--- config.mk ---
export PLATFORM = sky130hd
export DESIGN_NAME = trees_dma_loader_flat
export DESIGN_NICKNAME = d
export VERILOG_FILES = /design/src/rtl/trees_dma_loader_if.sv /design/src/rtl/trees_dma_loader.sv /design/src/flat_wrapper.sv
export SDC_FILE = /design/constraint.sdc
export NUM_CORES = 1
export LEC_CHECK = 0
export BUFFER_PORTS_ARGS = -buffer_cell sky130_fd_sc_hd__buf_2
export CAP_MARGIN = 20
export CORE_AREA = 3 3 183 185
export DETAILED_ROUTE_END_ITERATION = 8
export DIE_AREA = 0 0 186 188
export GPL_TIMING_DRIVEN = 0
export PLACE_DENSITY = 0.47
export SLEW_MARGIN = 5
export SYNTH_ARGS = -nofsm -noshare
export SYNTH_HDL_FRONTEND = slang
export SYNTH_SLANG_ARGS = --single-unit
--- constraint.sdc ---
create_clock -name clk -period 4.34 [get_ports clk]
set_input_delay 0 -clock clk [delete_from_list [all_inputs] [get_ports clk]]
set_output_delay 0 -clock clk [all_outputs]
set_load 0.05 [all_outputs]
--- src/rtl/trees_dma_loader_if.sv ---
// ESP-style DMA read interface: a request channel (ctrl) and a 64-bit beat channel (chnl).
// The loader is the master; the DMA engine (or a bench model of it) is the slave.
interface trees_dma_loader_if;
  logic        dma_read_ctrl_valid;
  logic        dma_read_ctrl_ready;
  logic [31:0] dma_read_ctrl_data_index;
  logic [31:0] dma_read_ctrl_data_length;
  logic [2:0]  dma_read_ctrl_data_size;
  logic        dma_read_chnl_valid;
  logic        dma_read_chnl_ready;
  logic [63:0] dma_read_chnl_data;

  modport master (
    output dma_read_ctrl_valid,
    input  dma_read_ctrl_ready,
    output dma_read_ctrl_data_index,
    output dma_read_ctrl_data_length,
    output dma_read_ctrl_data_size,
    input  dma_read_chnl_valid,
    output dma_read_chnl_ready,
    input  dma_read_chnl_data
  );

  modport slave (
    input  dma_read_ctrl_valid,
    output dma_read_ctrl_ready,
    input  dma_read_ctrl_data_index,
    input  dma_read_ctrl_data_length,
    input  dma_read_ctrl_data_size,
    output dma_read_chnl_valid,
    input  dma_read_chnl_ready,
    output dma_read_chnl_data
  );
endinterface

--- src/rtl/trees_dma_loader.sv ---
// DMA input stage for the tree-inference core: bursts tree nodes into tree memory, then
// streams one sample at a time into the feature buffer with a valid/ready hand-off.
module trees_dma_loader #(
  parameter int unsigned N_TREES    = 128,
  parameter int unsigned N_NODES    = 256,
  parameter int unsigned N_FEATURES = 32,
  parameter int unsigned MAX_BURST  = 256
) (
  input  logic                                  clk,
  input  logic                                  rst,
  input  logic                                  start,
  input  logic                                  load_trees,
  input  logic [15:0]                           n_samples,
  input  logic [31:0]                           base_index,
  trees_dma_loader_if.master                    dma,
  output logic                                  tree_we,
  output logic [$clog2(N_TREES*N_NODES)-1:0]    tree_addr,
  output logic [63:0]                           tree_wdata,
  output logic                                  feat_we,
  output logic [$clog2(N_FEATURES/2)-1:0]       feat_addr,
  output logic [63:0]                           feat_wdata,
  output logic                                  sample_valid,
  input  logic                                  sample_ready,
  output logic                                  busy,
  output logic                                  done
);

  localparam int unsigned TotalBeats = N_TREES * N_NODES;
  localparam int unsigned FeatBeats  = N_FEATURES / 2;
  localparam int unsigned TreeAw     = $clog2(TotalBeats);
  localparam int unsigned BurstAw    = $clog2(MAX_BURST);
  localparam int unsigned FeatAw     = $clog2(FeatBeats);

  typedef enum logic [2:0] {
    StIdle, StTreeReq, StTreeData, StFeatReq, StFeatData, StSampleHs, StDone
  } state_e;

  state_e              state_q, state_d;
  logic                load_trees_q;
  logic [15:0]         n_samples_q;
  logic [31:0]         base_index_q;
  logic [15:0]         sample_q;
  logic [TreeAw:0]     tree_cnt_q;
  logic [FeatAw-1:0]   feat_cnt_q;
  logic                sample_valid_q;

  logic                beat;
  logic                tree_burst_end;
  logic                tree_last;
  logic                feat_last;
  logic [16:0]         sample_next;
  logic                more_samples;
  logic [31:0]         tree_index;
  logic [31:0]         feat_index;

  assign beat           = dma.dma_read_chnl_valid & dma.dma_read_chnl_ready;
  // MAX_BURST divides the tree image, so burst boundaries are the low count bits all set.
  assign tree_burst_end = &tree_cnt_q[BurstAw-1:0];
  assign tree_last      = &tree_cnt_q[TreeAw-1:0];
  assign feat_last      = &feat_cnt_q;
  assign sample_next    = {1'b0, sample_q} + 17'd1;
  assign more_samples   = sample_next < {1'b0, n_samples_q};
  assign tree_index     = base_index_q + 32'(tree_cnt_q);
  assign feat_index     = base_index_q + (load_trees_q ? 32'(TotalBeats) : 32'd0)
                        + 32'(sample_q) * 32'(FeatBeats);

  always_ff @(posedge clk) begin
    if (rst) begin
      state_q <= StIdle;
    end else begin
      state_q <= state_d;
    end
  end

  always_comb begin
    state_d = state_q;
    unique case (state_q)
      StIdle: begin
        if (start) begin
          if (load_trees)            state_d = StTreeReq;
          else if (n_samples != '0)  state_d = StFeatReq;
          else                       state_d = StDone;
        end
      end
      StTreeReq:  if (dma.dma_read_ctrl_ready) state_d = StTreeData;
      StTreeData: begin
        if (beat && tree_burst_end) begin
          if (!tree_last)                state_d = StTreeReq;
          else if (n_samples_q != '0)    state_d = StFeatReq;
          else                           state_d = StDone;
        end
      end
      StFeatReq:  if (dma.dma_read_ctrl_ready) state_d = StFeatData;
      StFeatData: if (beat && feat_last) state_d = StSampleHs;
      StSampleHs: if (sample_ready) state_d = more_samples ? StFeatReq : StDone;
      StDone:     state_d = StIdle;
      default:    state_d = StIdle;
    endcase
  end

  always_ff @(posedge clk) begin
    if (rst) begin
      load_trees_q   <= 1'b0;
      n_samples_q    <= '0;
      base_index_q   <= '0;
      sample_q       <= '0;
      tree_cnt_q     <= '0;
      feat_cnt_q     <= '0;
      sample_valid_q <= 1'b0;
    end else begin
      sample_valid_q <= (state_d == StSampleHs);
      if (state_q == StIdle && start) begin
        load_trees_q <= load_trees;
        n_samples_q  <= n_samples;
        base_index_q <= base_index;
        sample_q     <= '0;
        tree_cnt_q   <= '0;
        feat_cnt_q   <= '0;
      end
      if (state_q == StTreeData && beat) tree_cnt_q <= tree_cnt_q + 1'b1;
      // Wraps back to 0 after the last beat, ready for the next sample.
      if (state_q == StFeatData && beat) feat_cnt_q <= feat_cnt_q + 1'b1;
      if (state_q == StSampleHs && sample_ready) sample_q <= sample_q + 16'd1;
    end
  end

  always_comb begin
    dma.dma_read_ctrl_valid       = 1'b0;
    dma.dma_read_ctrl_data_index  = '0;
    dma.dma_read_ctrl_data_length = '0;
    dma.dma_read_chnl_ready       = 1'b0;
    tree_we                       = 1'b0;
    tree_wdata                    = '0;
    feat_we                       = 1'b0;
    feat_wdata                    = '0;
    unique case (state_q)
      StTreeReq: begin
        dma.dma_read_ctrl_valid       = 1'b1;
        dma.dma_read_ctrl_data_index  = tree_index;
        dma.dma_read_ctrl_data_length = 32'(MAX_BURST);
      end
      StTreeData: begin
        dma.dma_read_chnl_ready = 1'b1;
        tree_we                 = dma.dma_read_chnl_valid;
        tree_wdata              = dma.dma_read_chnl_data;
      end
      StFeatReq: begin
        dma.dma_read_ctrl_valid       = 1'b1;
        dma.dma_read_ctrl_data_index  = feat_index;
        dma.dma_read_ctrl_data_length = 32'(FeatBeats);
      end
      StFeatData: begin
        dma.dma_read_chnl_ready = 1'b1;
        feat_we                 = dma.dma_read_chnl_valid;
        feat_wdata              = dma.dma_read_chnl_data;
      end
      default: ;
    endcase
  end

  assign dma.dma_read_ctrl_data_size = 3'b011;
  assign tree_addr    = tree_cnt_q[TreeAw-1:0];
  assign feat_addr    = feat_cnt_q;
  assign sample_valid = sample_valid_q;
  assign busy         = (state_q != StIdle);
  assign done         = (state_q == StDone);

endmodule

--- src/flat_wrapper.sv ---
// flat-port wrapper written by rule: the top's interface ports become plain ports
module trees_dma_loader_flat 
#(
  parameter int unsigned N_TREES    = 128,
  parameter int unsigned N_NODES    = 256,
  parameter int unsigned N_FEATURES = 32,
  parameter int unsigned MAX_BURST  = 256
)
  (clk, rst, start, load_trees, n_samples, base_index, tree_we, tree_addr, tree_wdata, feat_we, feat_addr, feat_wdata, sample_valid, sample_ready, busy, done, dma_dma_read_ctrl_valid, dma_dma_read_ctrl_ready, dma_dma_read_ctrl_data_index, dma_dma_read_ctrl_data_length, dma_dma_read_ctrl_data_size, dma_dma_read_chnl_valid, dma_dma_read_chnl_ready, dma_dma_read_chnl_data);
  trees_dma_loader_if dma_i ();
  input  logic clk;
  input  logic rst;
  input  logic start;
  input  logic load_trees;
  input  logic [15:0] n_samples;
  input  logic [31:0] base_index;
  output logic tree_we;
  output logic [$clog2(N_TREES*N_NODES)-1:0] tree_addr;
  output logic [63:0] tree_wdata;
  output logic feat_we;
  output logic [$clog2(N_FEATURES/2)-1:0] feat_addr;
  output logic [63:0] feat_wdata;
  output logic sample_valid;
  input  logic sample_ready;
  output logic busy;
  output logic done;
  output wire logic [$bits(dma_i.dma_read_ctrl_valid)-1:0] dma_dma_read_ctrl_valid;
  input wire logic [$bits(dma_i.dma_read_ctrl_ready)-1:0] dma_dma_read_ctrl_ready;
  output wire logic [$bits(dma_i.dma_read_ctrl_data_index)-1:0] dma_dma_read_ctrl_data_index;
  output wire logic [$bits(dma_i.dma_read_ctrl_data_length)-1:0] dma_dma_read_ctrl_data_length;
  output wire logic [$bits(dma_i.dma_read_ctrl_data_size)-1:0] dma_dma_read_ctrl_data_size;
  input wire logic [$bits(dma_i.dma_read_chnl_valid)-1:0] dma_dma_read_chnl_valid;
  output wire logic [$bits(dma_i.dma_read_chnl_ready)-1:0] dma_dma_read_chnl_ready;
  input wire logic [$bits(dma_i.dma_read_chnl_data)-1:0] dma_dma_read_chnl_data;
  assign dma_dma_read_ctrl_valid = dma_i.dma_read_ctrl_valid;
  assign dma_i.dma_read_ctrl_ready = dma_dma_read_ctrl_ready;
  assign dma_dma_read_ctrl_data_index = dma_i.dma_read_ctrl_data_index;
  assign dma_dma_read_ctrl_data_length = dma_i.dma_read_ctrl_data_length;
  assign dma_dma_read_ctrl_data_size = dma_i.dma_read_ctrl_data_size;
  assign dma_i.dma_read_chnl_valid = dma_dma_read_chnl_valid;
  assign dma_dma_read_chnl_ready = dma_i.dma_read_chnl_ready;
  assign dma_i.dma_read_chnl_data = dma_dma_read_chnl_data;
  trees_dma_loader #(.N_TREES(N_TREES), .N_NODES(N_NODES), .N_FEATURES(N_FEATURES), .MAX_BURST(MAX_BURST)) u_core (.clk(clk), .rst(rst), .start(start), .load_trees(load_trees), .n_samples(n_samples), .base_index(base_index), .dma(dma_i), .tree_we(tree_we), .tree_addr(tree_addr), .tree_wdata(tree_wdata), .feat_we(feat_we), .feat_addr(feat_addr), .feat_wdata(feat_wdata), .sample_valid(sample_valid), .sample_ready(sample_ready), .busy(busy), .done(done));
endmodule
# Word-level counts from Yosys, hierarchy flattened
# Cells that the tools add are included.
# word_totals
reg_bits,89
in_bits,119
out_inout_bits,221
word_cells,68
# classes
reduce_logical,18
order_cmp,1
addsub,7
bitwise_logic,1
mux,26
n_eq_ne,7
# ops
cell,count
2-to-1 mux 64 bit,2
2-to-1 mux 16 bit,4
case mux 32 bit (2 select lines),1
2-to-1 mux 3 bit,11
"adder 16 x 1 -> 16 bit, second input constant",2
adder 32 x 16 -> 32 bit,1
adder 32 x 20 -> 32 bit,1
adder 32 bit,1
nonzero test 16 bit,2
case mux 3 bit (6 select lines),1
case mux 9 bit (2 select lines),1
"adder 16 x 1 -> 17 bit, second input constant",1
less-than comparator 17 x 16 -> 1 bit,1
AND reduction 15 bit,1
"== test 3 bit, second input constant",4
2-to-1 mux 4 bit,2
AND reduction 8 bit,1
"== test 3 x 2 -> 1 bit, second input constant",2
logical AND 1 bit,6
nonzero test 2 bit,3
"adder 4 x 1 -> 4 bit, second input constant",1
2-to-1 mux 1 bit,4
AND reduction 4 bit,1
OR reduction 2 bit,2
4 further kinds,4

# Depth between registers and ports, before layout
# Gate-level depths: netlist of run 1.
# logic_depth
ltp_word,8
depth_mapped,14
ltp_nobuf,13

# Worst setup path after synthesis of run 1
# Ideal clock, no wire load.
# synth_timing
path_kind,reg-to-output
from,register u_core.sample_q[1]
to,output port dma_dma_read_ctrl_data_index[17]
path_stages_with_launch,12
setup_slack_ns,0.936
t_required_ns,4.340
arrival_time_ns,3.404
path_buffers,0
cell_sequence,dfxtp_1 > ha_1 > ha_1 > inv_1 > fa_1 > nor2b_4 > o31a_2 > a211oi_1 > nor2b_1 > o32ai_1 > xor2_1 > a211oi_1
# synth_between
elab_chain_len,2
# synth_rtl
item,line,rtl
"start, declared",trees_dma_loader.sv:42,logic [15:0] sample_q;
"start signal, assigned",trees_dma_loader.sv:123,if (state_q == StSampleHs && sample_ready) sample_q <= sample_q + 16'd1;
adder 32 x 20 -> 32 bit,trees_dma_loader.sv:65,+ 32'(sample_q) * 32'(FeatBeats);
case mux 32 bit (2 select lines),trees_dma_loader.sv:136,unique case (state_q)
"end, declared",flat_wrapper.sv:29,output wire logic [$bits(dma_i.dma_read_ctrl_data_index)-1:0] dma_dma_read_ctrl_data_index;
# No other way between the ends.

# Worst setup path after layout of run 1
# layout_timing
from,register u_core.sample_q[8]
to,output port dma_dma_read_ctrl_data_index[22]
# The elaborated chain is that of the path after synthesis.

==> impl_metrics.py, run 1 <==
metrics = {
    "cells_and_area": {
        "final_area_um2": 11000,
        "final_common_cell": "buf_2",
        "nets": 1671,
        "fillers": 3532,
        "seq_area_um2": 1780,
        "drive_above_1_share": 0.272,
        "final_cell_mix": "buf_2, nand2_1, and2_1, a21oi_1, dfxtp_1",
        "antenna_cells": 0,
        "final_util": 0.341,
        "multi_input_area_um2": 5620,
        "syn_to_final_growth_pct": 37.8,
    },
    "die": {
        "coreArea_um2": 32200,
        "start_util": 0.248,
        "io_pins": 340,
        "fp.dieW_um": 186,
        "rows": 66,
        "die_h_um": 188,
        "die-area_um2": 35000,
    },
    "setup_path": {
        "cp_cell_sequence": "ha_1 > ha_1 > and4_1 > o21a_1 > a31oi_1 > o211ai_2 > a41oi_1 > a21boi_0 > mux2i_1 > buf_2",
        "crit_top_cell": "ha_1",
        "worst_path_largest_cell_delay_ps": 600,
        "crit_path_start_kind": "register",
        "critPathBufInv": 1,
        "worstSetupPathType": "register to output pin",
        "worstSetupEndpointType": "output pin",
        "slowest_stage": "a41oi_1",
        "required_ps": 4340,
        "cp_top_family": "compound AO/OA/AOI/OAI gates",
        "arrival_ps": 3740,
        "path_max_fanout": 7,
    },
    "synthesis": {
        "yosys.area_share.simple": 0.323,
        "syn_avg_cell_area_um2": 7.33,
        "ys_seq_area_frac": 0.223,
        "yosys.area_share.xor_xnor": 0.0450,
        "ys_types": 77,
        "yosys_warnings": 0,
        "synthCells": 1088,
        "synth_top_family_by_area": "simple AND/OR/NAND/NOR gates",
        "async_flop_share": 0,
        "synth_compound_area_frac": 0.199,
        "ys.flop_type": "dfxtp_1",
        "synth_mux_area_frac": 0.0130,
        "syn-cell-area_um2": 7980,
        "synth_edf_count": 0,
        "ys_ff_latch": 89,
        "yosys.area_share.adder": 0.110,
    },
    "grt": {
        "grt_pass1_vias": 8778,
        "grt_pass1_wl_um": 51200,
        "grt.overflow.total": 0,
        "antenna_found_initial": 2,
        "grt_max_degree": 17,
        "gr-usage-all-layers": 0.190,
    },
    "pwr": {
        "clkPwrFrac": 0.352,
        "ir_drop_mv": 0.131,
        "p_per_area_nw_per_um2": 261,
        "cellLeakagePower_nw": 5.40,
        "seq_power_share": 0.314,
        "p_sw_mw": 1.10,
        "p_int_mw": 1.77,
        "combPwrFrac": 0.334,
        "switching_share": 0.384,
    },
    "clock_tree": {
        "cts.path.max_buffers": 2,
        "h-tree-depth": 3,
        "insertion_delay_ps": 360,
        "cts_tree": "done",
        "cts_setup_buffers": 0,
        "cts-buffers-inserted": 9,
        "post_cts_resized": 0,
        "clk_pin_slew_worst_paths_ps": 70,
        "root_buffer": "clkbuf_16",
        "postCtsHoldBufs": 49,
        "clock-sinks": 89,
    },
    "detailed_routing": {
        "avgRoutedWirePerCell_um": 17.9,
        "vias": 8939,
        "wirelength_um": 34000,
        "drt_iter0_drc": 404,
        "ant_nets": 0,
        "vias_per_cell": 4.71,
        "drtPass1Iterations": 5,
        "drc_errors": 0,
    },
    "timing": {
        "max_slew.worst_pin.slew_ps": 814,
        "finalSetupViolations": 0,
        "relSlewSlack": 0.458,
        "fmax_mhz": 268,
        "fin_setup_tns_ps": 0,
        "finalHoldViolCount": 0,
        "rsz0062_at_grt": "false",
        "fin_crit_sh": 0.861,
        "skew_ps": 9.91,
        "drv_slew": 0,
        "finalCriticalPeriod_ps": 3740,
    },
    "job": {
        "maxCapViolations": 0,
    },
    "placement": {
        "place_congestion": 0.860,
        "place_area_um2": 10100,
        "numPortBuffers": 305,
        "post-dp-hpwl_um": 28300,
    },
    "min_path": {
        "hold_path_class": "primary input to register",
    },
    "run_status": {
        "outcome": "complete, no violations",
    },
}
routing by layer:
| layer | vias to the layer above | global-route usage | wire length (um) |
|---|---|---|---|
| met5 | - | 0 | 13 |
| met4 | 2 | 0.0593 | 862 |
| met3 | 40 | 0.0324 | 1880 |
| met2 | 288 | 0.355 | 17700 |
| met1 | 4112 | 0.218 | 13500 |
| li1 | 4497 | - | - |
cell usage after synthesis (8+ instances only):
cell type	instances	area [um^2]
a211oi_1	15	113
a21o_1	12	90.1
a21oi_1	105	526
and2_1	133	832
and3_1	9	56.3
buf_4	49	368
clkbuf_1	38	143
dfxtp_1	89	1780
ha_1	65	813
inv_1	32	120
nand2_1	149	559
nand2b_1	10	62.6
nand3_1	29	145
nand4_1	13	81.3
nor2_1	84	315
nor3_1	19	95.1
o21a_1	8	60.1
o21ai_0	38	190
o31ai_1	8	60.1
xnor2_1	21	184
xor2_1	20	175
logic make-up after synthesis:
group / count (synthesis)
DFF: 89
adders and majority gates: 68
xor gates and xnor gates: 41
and+or+nand+nor: 498
AOI/OAI and AO/OA: 248
buffers and inverters: 132
other: 2
muxes: 10
worst paths after layout:
path / from / to / slack [ps] / cells after the start
worst max register to register: u_core.sample_q[0] / u_core.state_q[0] / 820 / 12
worst max-delay path: u_core.sample_q[8] / dma_dma_read_ctrl_data_index[22] / 600 / 10
worst min register to register: u_core.n_samples_q[1] / u_core.n_samples_q[1] / 460 / 2
worst min-delay path: dma_dma_read_ctrl_ready / u_core.state_q[2] / 40 / 3
worst register-to-register path, cell delays in order, from the launching register on:
cell	delay, ps
dfxtp_1	490
ha_1	300
nand4_1	210
nor4_2	590
nand3_1	170
xnor2_1	190
ha_1	310
nand3_1	100
a211oi_1	290
o211ai_1	140
o21ai_0	300
a21boi_0	160
o21ba_1	180
power by group through the flow:
stage	combinational, mW	sequential [mW]	clock [mW]
final	0.958	0.901	1.01
after global routing	1.04	0.907	1.06
after CTS	0.967	0.901	1.03
after detailed placement	0.931	0.920	0
after global placement	0.928	0.920	0
after floorplan	0.649	0.903	0
through the flow:
step / hold WS (ps) / instances / power, mW / setup WS, ps
floorplan: 136 / 1119 / 1.55 / 936
global placement: 248 / 1832 / 1.85 / 815
detailed placement: 249 / 1832 / 1.85 / 794
CTS: 19.7 / 1897 / 2.90 / 605
global route: 87.6 / 1897 / 3.01 / 373
finish: 36.4 / 1897 / 2.87 / 604
registers in the layout (all words and copies together), names as in the netlist:
name and flops:
u_core.feat_addr 4, u_core.tree_cnt_q 16, u_core.load_trees_q 1, u_core.sample_valid 1
u_core.base_index_q 32, u_core.n_samples_q 16, u_core.sample_q 16, u_core.state_q 3
layout make-up:
cell class | instances | area share
plain buffers | 99 | 0.0517
clock inverters | 7 | 0.0134
well taps | 408 | 0.0464
flip-flops and latches | 89 | 0.162
repair buffers | 354 | 0.183
clock buffers | 9 | 0.0205
multi-input cells | 898 | 0.511
inverters | 33 | 0.0113
Note: power is estimated with default switching activity, not from simulation.
==> inputs of run 2 (changes only) <==
HOLD_SLACK_MARGIN = 0.05   (was default)
==> impl_metrics.py, run 2 (synthesis results as in run 1) <==
metrics = {
    "run_status": {
        "outcome": "complete, no violations",
    },
    "setup_path": {
        "path_max_fanout": 10,
        "required_ps": 4340,
        "arrival_ps": 3720,
        "crit_path_start_kind": "register",
        "worstSetupPathType": "register to output pin",
        "worstSetupEndpointType": "output pin",
    },
    "cells_and_area": {
        "syn_to_final_growth_pct": 38.1,
        "final_util": 0.342,
        "nets": 1673,
        "regMostFlops": "u_core.base_index_q",
        "largest_reg_flops": 32,
        "drive_above_1_share": 0.272,
        "final_common_cell": "buf_2",
        "final_cell_mix": "buf_2, nand2_1, and2_1, a21oi_1, dfxtp_1",
        "antenna_cells": 0,
    },
    "timing": {
        "fin_setup_tns_ps": 0,
        "skew_ps": 11.3,
        "fin_crit_sh": 0.857,
        "finalHoldViolCount": 0,
        "max_slew.worst_pin.slew_ps": 801,
        "finalSetupViolations": 0,
        "holdWs_ps": 64.7,
        "relSlewSlack": 0.466,
        "rsz0062_at_grt": "false",
        "drv_slew": 0,
        "fmax_mhz": 269,
        "finalCriticalPeriod_ps": 3720,
    },
    "detailed_routing": {
        "vias_per_cell": 4.71,
        "top_layer": "met4",
        "wirelength_um": 34000,
        "vias": 8939,
        "wl_met2_um": 17800,
        "wl_met3_um": 1840,
        "drt-met1-wl_um": 13500,
        "ant_nets": 0,
        "drc_errors": 0,
        "avgRoutedWirePerCell_um": 17.9,
        "drt_iter0_drc": 439,
        "drtPass1Iterations": 5,
    },
    "die": {
        "start_util": 0.248,
        "die_h_um": 188,
        "rows": 66,
        "fp.dieW_um": 186,
        "io_pins": 340,
        "die-area_um2": 35000,
        "coreArea_um2": 32200,
    },
    "clock_tree": {
        "root_buffer": "clkbuf_16",
        "cts_setup_buffers": 0,
        "h-tree-depth": 3,
        "cts.path.max_buffers": 2,
        "clock-sinks": 89,
        "insertion_delay_ps": 360,
        "clk_pin_slew_worst_paths_ps": 70,
        "cts-buffers-inserted": 9,
        "cts_tree": "done",
    },
    "pwr": {
        "ir_drop_mv": 0.131,
        "cellLeakagePower_nw": 5.40,
        "p_per_area_nw_per_um2": 261,
    },
    "placement": {
        "numPortBuffers": 305,
        "place_congestion": 0.860,
        "post-dp-hpwl_um": 28300,
    },
    "min_path": {
        "hold_path_class": "primary input to register",
    },
    "grt": {
        "antenna_found_initial": 1,
        "grt_max_degree": 17,
        "gr-usage-all-layers": 0.190,
        "grt_pass1_vias": 8785,
        "grt_pass1_wl_um": 51200,
        "grt.overflow.total": 0,
    },
    "job": {
        "maxCapViolations": 0,
    },
}
==> run 2: cell types whose count changed in the layout (fill, tap and decap cells not counted) <==
cell,before,now
dlygate4sd3_1,49,51
==> run 2: where the power goes <==
group          switching [mW]  internal, mW
Clock                   0.383         0.628
Combinational           0.674         0.284
Sequential             0.0444         0.857
Total                    1.10          1.77
==> run 2: path summary, 6_finish.rpt <==
check	slack, ps	depth (start not counted)	endpoint	startpoint
max	620	13	dma_dma_read_ctrl_data_index[29]	u_core.sample_q[1]
min	60	3	u_core.state_q[0]	sample_ready
max reg2reg	810	13	u_core.state_q[0]	u_core.sample_q[0]
min reg2reg	460	2	u_core.n_samples_q[10]	u_core.n_samples_q[10]
==> run 2: cell type report <==
| cell class | instances | area [um^2] |
|---|---|---|
| fillers | 3532 | 21200 |
| multi-input cells | 898 | 5620 |
| repair buffers | 356 | 2040 |
| flip-flops and latches | 89 | 1780 |
| plain buffers | 99 | 568 |
| well taps | 408 | 510 |
| clock buffers | 9 | 225 |
| clock inverters | 7 | 148 |
| inverters | 33 | 124 |
==> run 2: critical path, cell delays in order, from the launching register on <==
cell	delay, ps
dfxtp_1	380
ha_1	310
ha_1	190
inv_1	60
fa_1	440
nor2b_4	160
o31a_2	190
a211oi_2	100
o21bai_2	200
a211oi_2	120
buf_4	180
or4_1	470
a21oi_1	230
buf_2	310
==> run 2: metal layers <==
metal,up-vias,GRT usage
met5,-,0
met4,0,0.0593
li1,4506,-
met2,287,0.355
met3,37,0.0316
met1,4109,0.219
==> run 2: metrics by stage <==
step	total power [mW]	setup slack, ps	cell area, um^2	cells
5_1_grt	3.01	373	11000	1899
6_report	2.87	621	11000	1899
3_3_place_gp	1.85	815	10100	1832
3_5_place_dp	1.85	794	10100	1832
4_1_cts	2.90	605	11000	1899
2_1_floorplan	1.55	936	8090	1119
==> run 2: what timing repair did <==
item	in CTS	in global routing
endpoints found under the hold margin	51	0
gates resized for setup	0	0
hold buffers	51	0
